`config.mk`:
```
export PLATFORM = sky130hd
export DESIGN_NAME = de_ex_reg
export DESIGN_NICKNAME = d
export VERILOG_FILES = /design/src/rtl/de_ex_reg.sv
export SDC_FILE = /design/constraint.sdc
export NUM_CORES = 1
export LEC_CHECK = 0
export BUFFER_PORTS_ARGS = -buffer_cell sky130_fd_sc_hd__buf_2
export CAP_MARGIN = 5
export CELL_PAD_IN_SITES_DETAIL_PLACEMENT = 0
export CELL_PAD_IN_SITES_GLOBAL_PLACEMENT = 1
export CORE_ASPECT_RATIO = 0.5
export CORE_MARGIN = 2
export CORE_UTILIZATION = 30
export DETAILED_ROUTE_END_ITERATION = 6
export PLACE_DENSITY = 0.81
export SLEW_MARGIN = 20
export SYNTH_ARGS = -nofsm -noshare
export SYNTH_HDL_FRONTEND = slang
export SYNTH_SLANG_ARGS = --single-unit
```
`constraint.sdc`:
```
create_clock -name clk -period 1.9 [get_ports clk]
set_input_delay 0.19 -clock clk [delete_from_list [all_inputs] [get_ports clk]]
set_output_delay 0.19 -clock clk [all_outputs]
set_load 0.02 [all_outputs]
```
`src/rtl/de_ex_reg.sv`:
```
// de_ex_reg: decode-to-execute pipeline register with stall, flush and writeback bypass.
// Ports: clk/rst (sync, active-high); stall/flush; decode fields (*_de, ru1/ru2, ImmExt,
// control bits) in; writeback bus (RuWr_wb, rd_wb, muxData) in; registered *_ex fields,
// valid_ex and a saturating bubble_cnt out.
module de_ex_reg #(
    parameter int XLEN  = 32,
    parameter int CNT_W = 16
) (
    input  logic             clk,
    input  logic             rst,
    input  logic             stall,
    input  logic             flush,
    input  logic             valid_de,
    input  logic [XLEN-1:0]  pc_de,
    input  logic [XLEN-1:0]  ru1,
    input  logic [XLEN-1:0]  ru2,
    input  logic [XLEN-1:0]  ImmExt,
    input  logic [4:0]       rs1_de,
    input  logic [4:0]       rs2_de,
    input  logic [4:0]       rd_de,
    input  logic             AluASrc,
    input  logic             AluBSrc,
    input  logic             RuWr,
    input  logic             DMWr,
    input  logic [1:0]       RUDataWrSrc,
    input  logic [3:0]       AluOp,
    input  logic [4:0]       BrOp,
    input  logic [2:0]       DMCtrl,
    input  logic             RuWr_wb,
    input  logic [4:0]       rd_wb,
    input  logic [XLEN-1:0]  muxData,
    output logic [XLEN-1:0]  pc_ex,
    output logic [XLEN-1:0]  ru1_ex,
    output logic [XLEN-1:0]  ru2_ex,
    output logic [XLEN-1:0]  ImmExt_ex,
    output logic [4:0]       rs1_ex,
    output logic [4:0]       rs2_ex,
    output logic [4:0]       rd_ex,
    output logic             AluASrc_ex,
    output logic             AluBSrc_ex,
    output logic             RuWr_ex,
    output logic             DMWr_ex,
    output logic [1:0]       RUDataWrSrc_ex,
    output logic [3:0]       AluOp_ex,
    output logic [4:0]       BrOp_ex,
    output logic [2:0]       DMCtrl_ex,
    output logic             valid_ex,
    output logic [CNT_W-1:0] bubble_cnt
);
    typedef struct packed {
        logic            valid;
        logic [XLEN-1:0] pc;
        logic [XLEN-1:0] ru1;
        logic [XLEN-1:0] ru2;
        logic [XLEN-1:0] imm;
        logic [4:0]      rs1;
        logic [4:0]      rs2;
        logic [4:0]      rd;
        logic            asrc;
        logic            bsrc;
        logic            ruwr;
        logic            dmwr;
        logic [1:0]      wrsrc;
        logic [3:0]      aluop;
        logic [4:0]      brop;
        logic [2:0]      dmctrl;
    } slot_t;

    slot_t            ex_d, ex_q;
    logic [CNT_W-1:0] cnt_d, cnt_q;
    logic             wb_hit;
    logic [CNT_W-1:0] cnt_inc;

    // x0 writes never forward
    assign wb_hit  = RuWr_wb && (rd_wb != 5'd0);
    assign cnt_inc = (&cnt_q) ? cnt_q : cnt_q + 1'b1;

    always_comb begin
        ex_d  = ex_q;
        cnt_d = cnt_q;
        if (flush) begin
            ex_d  = '0;
            cnt_d = cnt_inc;
        end else if (stall) begin
            // the held instruction must still see writebacks that land while it waits
            if (ex_q.valid && wb_hit && rd_wb == ex_q.rs1) ex_d.ru1 = muxData;
            if (ex_q.valid && wb_hit && rd_wb == ex_q.rs2) ex_d.ru2 = muxData;
        end else begin
            ex_d = '{valid: valid_de, pc: pc_de,
                     ru1: (wb_hit && rd_wb == rs1_de) ? muxData : ru1,
                     ru2: (wb_hit && rd_wb == rs2_de) ? muxData : ru2,
                     imm: ImmExt, rs1: rs1_de, rs2: rs2_de, rd: rd_de,
                     asrc: AluASrc, bsrc: AluBSrc,
                     ruwr: RuWr && valid_de, dmwr: DMWr && valid_de,
                     wrsrc: RUDataWrSrc, aluop: AluOp,
                     brop: valid_de ? BrOp : 5'd0, dmctrl: DMCtrl};
            cnt_d = valid_de ? cnt_q : cnt_inc;
        end
    end

    always_ff @(posedge clk) begin
        if (rst) begin
            ex_q  <= '0;
            cnt_q <= '0;
        end else begin
            ex_q  <= ex_d;
            cnt_q <= cnt_d;
        end
    end

    assign valid_ex       = ex_q.valid;
    assign pc_ex          = ex_q.pc;
    assign ru1_ex         = ex_q.ru1;
    assign ru2_ex         = ex_q.ru2;
    assign ImmExt_ex      = ex_q.imm;
    assign rs1_ex         = ex_q.rs1;
    assign rs2_ex         = ex_q.rs2;
    assign rd_ex          = ex_q.rd;
    assign AluASrc_ex     = ex_q.asrc;
    assign AluBSrc_ex     = ex_q.bsrc;
    assign RuWr_ex        = ex_q.ruwr;
    assign DMWr_ex        = ex_q.dmwr;
    assign RUDataWrSrc_ex = ex_q.wrsrc;
    assign AluOp_ex       = ex_q.aluop;
    assign BrOp_ex        = ex_q.brop;
    assign DMCtrl_ex      = ex_q.dmctrl;
    assign bubble_cnt     = cnt_q;
endmodule

```
==> results_dict.tcl, run 1 <==
set metrics [dict create \
    synth_top_cells_by_area "dfxtp_1 48%, mux2i_1 16%, a221oi_2 5.8%, nor2_1 5.7%, a21oi_1 4.5%" \
    utilization_pct 48.0 \
    synth-main-ff-cell "dfxtp_1" \
    regArea_mm2 0.00356 \
    port_buffers 381 \
    mappedNetlistArea_mm2 0.00748 \
    async_flop_share_pct 0 \
    cts_resized 0 \
    grt_usage_pct 19.2 \
    finalNonFillerCells 1606 \
    cts_tree "built" \
    status "finished clean" \
    grt_max_degree 51 \
    relSlewSlack_pct 43.2 \
    initial_utilization_pct 30.9 \
    setup.worst_path.end_class "register" \
    area_growth_syn_to_layout_pct 55.5 \
    via_per_inst 4.67 \
    synth_top_area_cell "dfxtp_1" \
    max_cap_viol_count 0 \
    setup_viol 0 \
    final_layout_size_suffix_gt1_share_pct 38.5 \
    grt_pass1_wl_um 39000 \
    syn_inst 770 \
    clock_skew_ns 0.00619 \
    maxSlewViolCount 0 \
    hold_ws_ns 0.0300 \
    power.leakage_nw 5.61 \
    clk_pin_slew_ns 0.07 \
    dp_hpwl_um 18700 \
    clk_path_buf_depth 2 \
    yosysTopAreaCellShare_pct 47.6 \
    ys_warn_count 0 \
    detail_route.first_pass.iterations 4 \
    ios 382 \
    vias 7499 \
    synth_edf_count 0 \
    max_freq_ghz 0.565 \
    period_share_pct 93.1 \
    syn-num-nets 975 \
    grt_pass1_vias 7491 \
    rsz0062_at_grt "false" \
    crit_fanout 17 \
    avgSynthCellArea_um2 9.72 \
    place_congestion 0.833 \
    ant_nets 0 \
    synth_cell_type_count 43 \
    post_cts_buffers 0 \
    nFillCells 2299 \
    clock-root-buffer "clkbuf_16" \
    die_y_um 116 \
    fp-row-count 40 \
    clk_latency_ns 0.44 \
    multi_input_area_mm2 0.00349 \
    place_inst 1466 \
    total_power_w 0.00924 \
    drtIter0Drc 353 \
    worst_slew_pin_slew_ns 0.850 \
    htree_levels 4 \
    timing.setup.tns_ns 0 \
    cts_buffers 17 \
    fin_nets 1461 \
    core_area_mm2 0.0242 \
    hold_violations 0 \
    antenna_found_initial 0 \
    drc 0 \
    chipWidth_um 227 \
    path_class "in -> reg" \
    holdBufCountCts 107 \
    ys_seq_area_share_pct 47.6 \
    start_kind "input pin" \
    cp.required_ns 2.22 \
    layout_commonest_cell "buf_2" \
    p_per_area_mw_per_mm2 794 \
    vdd.ir_drop.worst_v 0.000459 \
    final_cell_mix "380 x buf_2, 178 x dfxtp_1, 122 x mux2i_1" \
    crit_arrival_ns 2.09 \
    cts_sinks 178 \
    route.detailed.wl_per_inst_um 16.4 \
    fin_crit_ns 1.77 \
    routed_wirelength_um 26400 \
    min_path_type "in -> reg" \
    grt-ovfl-total 0 \
    yosys_register_bits 178 \
    dieArea_mm2 0.0263 \
]
-- cell usage after synthesis (8+ instances only) --
library cell	number
buf_2	13
clkbuf_1	35
a221oi_2	29
xnor2_1	21
nor4_1	8
dfxtp_1	178
inv_1	36
mux2i_1	122
nor2_1	114
nor3_1	9
nand2_1	35
o21ai_0	35
a21oi_1	68
xor2_1	10
-- report_power, final --
group	leakage, nW	total (W)	switching [W]	internal (W)
sequential	1.45	0.00394	0.0000737	0.00386
combinational	3.85	0.00148	0.000785	0.000699
clock	0.310	0.00382	0.00152	0.00230
total	5.61	0.00924	0.00237	0.00686
-- final cells by class --
type,instances,area share (%)
tap,336,3.61
sequential,178,30.6
timing repair buffer,527,29.2
antenna,2,0.0430
multi-input combinational,496,30.0
clock buffer,22,4.08
clock inverter,9,1.31
inverter,36,1.16
-- sequential cells by signal, indices dropped and copies added, names as in the netlist --
register	flops
DMWr_ex	1
ru2_ex	32
ru1_ex	32
RuWr_ex	1
RUDataWrSrc_ex	2
bubble_cnt	16
AluASrc_ex	1
valid_ex	1
ImmExt_ex	32
DMCtrl_ex	3
rs2_ex	5
AluOp_ex	4
BrOp_ex	5
AluBSrc_ex	1
rs1_ex	5
pc_ex	32
rd_ex	5
-- final timing paths --
path / slack (ns) / end / cells after the start / startpoint
worst max-delay path: 0.13 / ru1_ex[8] / 9 / rs1_de[2]
worst min-delay path: 0.03 / rs1_ex[0] / 3 / rs1_de[0]
worst max register to register: 0.19 / ru2_ex[0] / 7 / rs2_ex[3]
worst min register to register: 0.46 / ru2_ex[8] / 2 / ru2_ex[8]
-- logic make-up (layout without fill, tap and decap cells) --
logic type	count (synthesis)	after routing	share of synthesized area (%)
compound gates	155	155	15.6
flops	178	178	47.6
xor+xnor	31	31	3.63
other cells	0	2	0
mux	122	122	16.3
simple gates	187	187	10.6
buf+inv	96	594	5.97
fa+ha+maj	1	1	0.167
-- metal layers --
metal / vias up / routed length (um) / part of all wire [%] / GRT usage [%]
met3: 54 / 1010 / 3.8 / 4.67
met1: 3633 / 10500 / 40 / 21.2
li1: 3640 / - / - / -
met5: - / 0 / 0 / 0
met4: 0 / 902 / 3.4 / 9.24
met2: 172 / 14000 / 53 / 35.0
-- worst max-delay path, cell delays in order --
cell and delay [ns]:
dlygate4sd3_1 0.54, buf_2 0.14, xor2_1 0.16, nor3_1 0.25, buf_4 0.18, a41oi_4 0.16
buf_12 0.21, mux2i_1 0.18, a21oi_1 0.10
-- stage by stage --
step,area [um^2],worst slack (ns)
2_1_floorplan,7490,-0.00144
3_5_place_dp,9930,-0.0978
5_1_grt,11600,0.00718
6_report,11600,0.130
3_3_place_gp,9930,-0.0561
4_1_cts,11600,0.117
Power figures use the tool's default switching activity.
==> run 2, diff against run 1 <==
--- a/config.mk
+++ b/config.mk
@@ -11,9 +11,9 @@
 export CELL_PAD_IN_SITES_GLOBAL_PLACEMENT = 1
 export CORE_ASPECT_RATIO = 0.5
 export CORE_MARGIN = 2
-export CORE_UTILIZATION = 30
+export CORE_UTILIZATION = 33
 export DETAILED_ROUTE_END_ITERATION = 6
-export PLACE_DENSITY = 0.81
+export PLACE_DENSITY = 0.84
 export SLEW_MARGIN = 20
 export SYNTH_ARGS = -nofsm -noshare
 export SYNTH_HDL_FRONTEND = slang
==> constraint.sdc (replaced) <==
create_clock -name clk -period 1.7 [get_ports clk]
set_input_delay 0.17 -clock clk [delete_from_list [all_inputs] [get_ports clk]]
set_output_delay 0.17 -clock clk [all_outputs]
set_load 0.02 [all_outputs]
==> run 2 against run 1 <==
  * Critical path type is now reg -> reg
  * Clock power fell by 2%
  * Clock skew rose by 0.0023 ns
  * Worst hold slack got worse by 0.0050 ns
  * Setup slack got worse by 0.060 ns
  * Sequential cell count did not move
  * Largest power group unchanged
==> results_dict.tcl, run 2 (synthesis gave the netlist of run 1 again) <==
set metrics [dict create \
    antenna_found_initial 3 \
    drc 0 \
    grt_pass1_wl_um 40500 \
    dp_hpwl_um 18100 \
    ios 382 \
    rsz0062_at_grt "true" \
    path_class "reg -> reg" \
    ant_nets 0 \
    p_per_area_mw_per_mm2 822 \
    utilization_pct 55.0 \
    max_cap_viol_count 0 \
    place_congestion 0.874 \
    vias 7596 \
    cts_buffers 17 \
    vdd.ir_drop.worst_v 0.000554 \
    grt_max_degree 70 \
    hold_ws_ns 0.0250 \
    start_kind "register" \
    maxSlewViolCount 0 \
    power.leakage_nw 5.76 \
    detail_route.first_pass.iterations 5 \
    core_area_mm2 0.0220 \
    chipWidth_um 217 \
    final_layout_size_suffix_gt1_share_pct 42.6 \
    period_share_pct 95.9 \
    setup_slack_ns 0.0699 \
    clk_latency_ns 0.44 \
    total_power_w 0.00993 \
    dieArea_mm2 0.0240 \
    area_growth_syn_to_layout_pct 61.5 \
    timing.setup.tns_ns 0 \
    port_buffers 381 \
    grt_usage_pct 21.4 \
    place_ws_ns -0.270 \
    route.detailed.wl_per_inst_um 16.6 \
    clk_pin_slew_ns 0.07 \
    fp-row-count 38 \
    fin_crit_ns 1.63 \
    clock_skew_ns 0.00849 \
    hold_violations 0 \
    grt_pass1_vias 7769 \
    final_cell_mix "380 x buf_2, 171 x dfxtp_1, 122 x mux2i_1" \
    crit_fanout 7 \
    fin_nets 1490 \
    max_freq_ghz 0.613 \
    via_per_inst 4.74 \
    routed_wirelength_um 26500 \
    setup.worst_path.end_class "register" \
    grt-ovfl-total 0 \
    status "finished clean" \
    htree_levels 4 \
    relSlewSlack_pct 67.3 \
    cp.required_ns 2.06 \
    setup_viol 0 \
    clk_path_buf_depth 2 \
    worst_slew_pin_slew_ns 0.486 \
    crit_arrival_ns 1.99 \
    layout_commonest_cell "buf_2" \
    cts_tree "built" \
    min_path_type "in -> reg" \
    drtIter0Drc 352 \
    clock-root-buffer "clkbuf_16" \
    cts_sinks 178 \
    die_y_um 110 \
    initial_utilization_pct 34.1 \
]
[run 2: changes by cell type in the layout (fill, tap and decap cells not counted), sizes merged]
cell,before,now
dlygate4sd3,107,116
buf,420,436
clkinv,4,5
inv,37,39
clkinvlp,0,3
diode,2,3
bufinv,4,1
clkbuf,22,24
[run 2: layer usage]
| metal | wire [um] | vias up | global-route usage, % |
|---|---|---|---|
| li1 | - | 3697 | - |
| met1 | 10500 | 3605 | 22.9 |
| met2 | 13700 | 225 | 38.9 |
| met3 | 1210 | 69 | 5.43 |
| met4 | 1030 | 0 | 11.2 |
| met5 | 0 | - | 0 |
[run 2: where the power goes]
part | internal, W | switching (W)
Combinational | 0.000858 | 0.000926
Sequential | 0.00432 | 0.0000809
Clock | 0.00202 | 0.00173
[run 2: final timing paths]
path / startpoint / endpoint / slack, ns / cells past startpoint
setup / recovery: rs2_ex[1] / ru2_ex[15] / 0.07 / 7
hold / removal: muxData[17] / ru1_ex[17] / 0.03 / 3
setup reg to reg: rs2_ex[1] / ru2_ex[15] / 0.07 / 7
hold reg to reg: ru2_ex[7] / ru2_ex[7] / 0.46 / 2
[run 2: critical path: stages (launching register included)]
cell and delay [ns]:
dfxtp_2 0.34, xor2_2 0.16, nor3_4 0.23, a31oi_4 0.16, buf_12 0.18, buf_12 0.14, buf_6 0.12, a221oi_2 0.22
[run 2: cell type report]
cell class	instances	area (um^2)
fill	1908	9890
multi-input combinational	496	3670
clock inverter	12	108
timing repair buffer	556	3770
inverter	36	135
tap	300	375
sequential	178	3570
antenna	3	7.51
clock buffer	20	437
[run 2: repair_timing]
item | CTS | global route
endpoints found under the hold margin | 116 | 0
resized for setup | 2 | 29
setup buffers | 2 | 4
endpoints found under the setup margin | 7 | 49
hold buffers | 116 | 0
pin swaps | 1 | 17
gates cloned | 0 | 5
[run 2: per-stage QoR]
stage,std cells,cell area [um^2]
floorplan,770,7670
global placement,1441,10100
detailed placement,1441,10100
CTS,1591,11800
global route,1601,12100
finish,1601,12100
==> run 3, diff against run 2 <==
--- a/config.mk
+++ b/config.mk
@@ -7,13 +7,11 @@
 export LEC_CHECK = 0
 export BUFFER_PORTS_ARGS = -buffer_cell sky130_fd_sc_hd__buf_2
 export CAP_MARGIN = 5
-export CELL_PAD_IN_SITES_DETAIL_PLACEMENT = 0
-export CELL_PAD_IN_SITES_GLOBAL_PLACEMENT = 1
 export CORE_ASPECT_RATIO = 0.5
 export CORE_MARGIN = 2
-export CORE_UTILIZATION = 33
+export CORE_UTILIZATION = 45
 export DETAILED_ROUTE_END_ITERATION = 6
-export PLACE_DENSITY = 0.84
+export PLACE_DENSITY = 0.83
 export SLEW_MARGIN = 20
 export SYNTH_ARGS = -nofsm -noshare
 export SYNTH_HDL_FRONTEND = slang
==> run 3 against run 2 <==
  * The run now ends with hold timing, setup timing left
  * Critical path type unchanged
  * Highest routed layer is now met5
  * First-iteration DRC count is 19% higher
  * Clock skew increased by 0.0028 ns
  * Sequential cell count is the same
  * Via count up 5.2%
  * Worst hold slack got worse by 0.032 ns
  * Wire length is 4.6% higher
  * Sequential share of layout area rose by 0.49 points
  * Count of clock-buffer cells in the layout fell by 3
  * Largest cell class is now multi-input gates
  * Critical path depth grew 1
  * Cell count decreased by 6.6%
  * Total power up 4.0%
  * Combinational power hardly changed
==> results_dict.tcl, run 3 (synthesis gave the netlist of run 1 again) <==
set metrics [dict create \
    status "complete, but fails checks" \
    violations "hold timing, setup timing" \
    final_cell_mix "380 x buf_2, 171 x dfxtp_1, 122 x mux2i_1" \
    dieArea_mm2 0.0177 \
    min_from "DMCtrl[1]" \
    min_path_type "in -> reg" \
    area_growth_syn_to_layout_pct 58.9 \
    ios 382 \
    crit_fanout 21 \
    hold_ws_ns -0.00648 \
    rsz0062_at_grt "true" \
    grt_max_degree 80 \
    critPathTopFamily "buffers and inverters" \
    drc 0 \
    nFillCells 1092 \
    initial_utilization_pct 45.9 \
    cts_sinks 178 \
    worst_slew_pin_slew_ns 0.545 \
    grt_pass1_vias 7870 \
    setup.worst_path.end_class "register" \
    power.leakage_nw 5.71 \
    core_area_mm2 0.0163 \
    power_switching_share_pct 28.3 \
    relSlewSlack_pct 63.6 \
    vdd.ir_drop.worst_v 0.000650 \
    clock-root-buffer "clkbuf_16" \
    fp-row-count 33 \
    cp.required_ns 2.03 \
    period_share_pct 103 \
    regArea_mm2 0.00357 \
    place_inst 1371 \
    route.detailed.wl_per_inst_um 18.5 \
    ant_nets 0 \
    clk_path_buf_depth 2 \
    fin_crit_ns 1.74 \
    multi_input_area_mm2 0.00376 \
    setup_viol 1 \
    max_cap_viol_count 0 \
    drtIter0Drc 419 \
    cts_tree "built" \
    dp_hpwl_um 17800 \
    clock_skew_ns 0.0112 \
    port_buffers 381 \
    cp.buffers_inverters 4 \
    clk_latency_ns 0.42 \
    htree_levels 4 \
    via_per_inst 5.34 \
    detail_route.first_pass.iterations 5 \
    chipWidth_um 186 \
    crit_start "rs2_ex[4]" \
    start_kind "register" \
    slowest_delay_ns 0.33 \
    fin_nets 1459 \
    p_int_w 0.00741 \
    max_freq_ghz 0.574 \
    power.share.sequential_pct 42.7 \
    grt_pass1_wl_um 38900 \
    final_layout_size_suffix_gt1_share_pct 46.5 \
    antenna_found_initial 3 \
    timing.setup.tns_ns -0.0427 \
    r2r_start "rs2_ex[4]" \
    vias 7992 \
    clk_pin_slew_ns 0.08 \
    path_class "reg -> reg" \
    slowest_stage "dfxtp_2" \
    crit_arrival_ns 2.07 \
    cts_buffers 17 \
    pwr-share-comb_pct 17.4 \
    place_congestion 0.893 \
    grt-ovfl-total 0 \
    crit_path_cell_trace "xor2_1 -> nor3_2 -> buf_4 -> a31oi_4 -> buf_12 -> buf_12 -> buf_6 -> a221oi_2" \
    pwr-share-clk_pct 39.9 \
    finalNonFillerCells 1496 \
    total_power_w 0.0103 \
    layout_commonest_cell "buf_2" \
    hold_violations 1 \
    setup_slack_ns -0.0427 \
    p_sw_w 0.00293 \
    grt_usage_pct 27.6 \
    placed_cell_area_mm2 0.0101 \
    die_y_um 95.2 \
    cpMostUsedCell "buf_12" \
    design_area_mm2 0.0119 \
    p_per_area_mw_per_mm2 869 \
    maxSlewViolCount 0 \
    routed_wirelength_um 27700 \
]
run 3: changes by cell type in the layout (fill, tap and decap cells not counted), sizes merged, moves of 3 or more:
cell,delta
dlygate4sd3,-42
buf,+9
clkinv,-3
inv,+6
run 3: path summary, 6_finish.rpt:
path	slack (ns)	cells after the start	end
max	-0.04	8	ru2_ex[16]
min	-0.006	3	DMCtrl_ex[1]
max reg2reg	-0.04	8	ru2_ex[16]
min reg2reg	0.46	2	ru2_ex[1]
run 3: cell type report:
class                           count  share of cell area, %
Antenna cell                        2                 0.0421
Sequential cell                   178                   30.1
Clock inverter                     15                   1.57
Multi-Input combinational cell    496                   31.6
Timing Repair Buffer              525                   29.6
Tap cell                          227                   2.39
Clock buffer                       17                   3.58
Inverter                           36                   1.14
run 3: power by group through the flow:
stage / logic (W) / clock network [W] / registers (W)
global route: 0.00191 / 0.00431 / 0.00442
CTS: 0.00165 / 0.00417 / 0.00440
global placement: 0.00146 / 0 / 0.00448
floorplan: 0.000694 / 0 / 0.00467
detailed placement: 0.00150 / 0 / 0.00449
finish: 0.00180 / 0.00412 / 0.00441
run 3: per-layer routing:
| layer | GRT usage, % | part of all wire, % | wire [um] | up-vias |
|---|---|---|---|---|
| met1 | 30.4 | 39 | 10800 | 3797 |
| met2 | 49.9 | 50 | 13800 | 437 |
| met4 | 16.5 | 4.6 | 1280 | 2 |
| met3 | 6.66 | 6.9 | 1920 | 114 |
| met5 | 0 | 0.047 | 13 | - |
| li1 | - | - | - | 3642 |
run 3: worst reg2reg max path: stages, from the launching register on:
cell and delay, ns:
dfxtp_2 0.33, xor2_1 0.16, nor3_2 0.17, buf_4 0.15, a31oi_4 0.09, buf_12 0.18, buf_12 0.17, buf_6 0.12
a221oi_2 0.28
run 3: through the flow:
step                      utilization [%]  hold slack, ns  setup slack [ns]
after global placement               61.8           0.398            -0.255
after CTS                            70.2       0.0000369           -0.0352
after global routing                 72.9         0.00523            -0.110
final                                72.9        -0.00648           -0.0427
after detailed placement             61.8           0.407            -0.319
after floorplan                         -           0.314            -0.181
run 3: timing repair:
item / CTS / global route
gates resized for setup: 7 / 51
setup endpoints to repair: 8 / 73
pin swaps: 2 / 11
hold buffers: 74 / 0
buffers inserted: 0 / 7
endpoints found under the hold margin: 74 / 0
cloned: 0 / 10
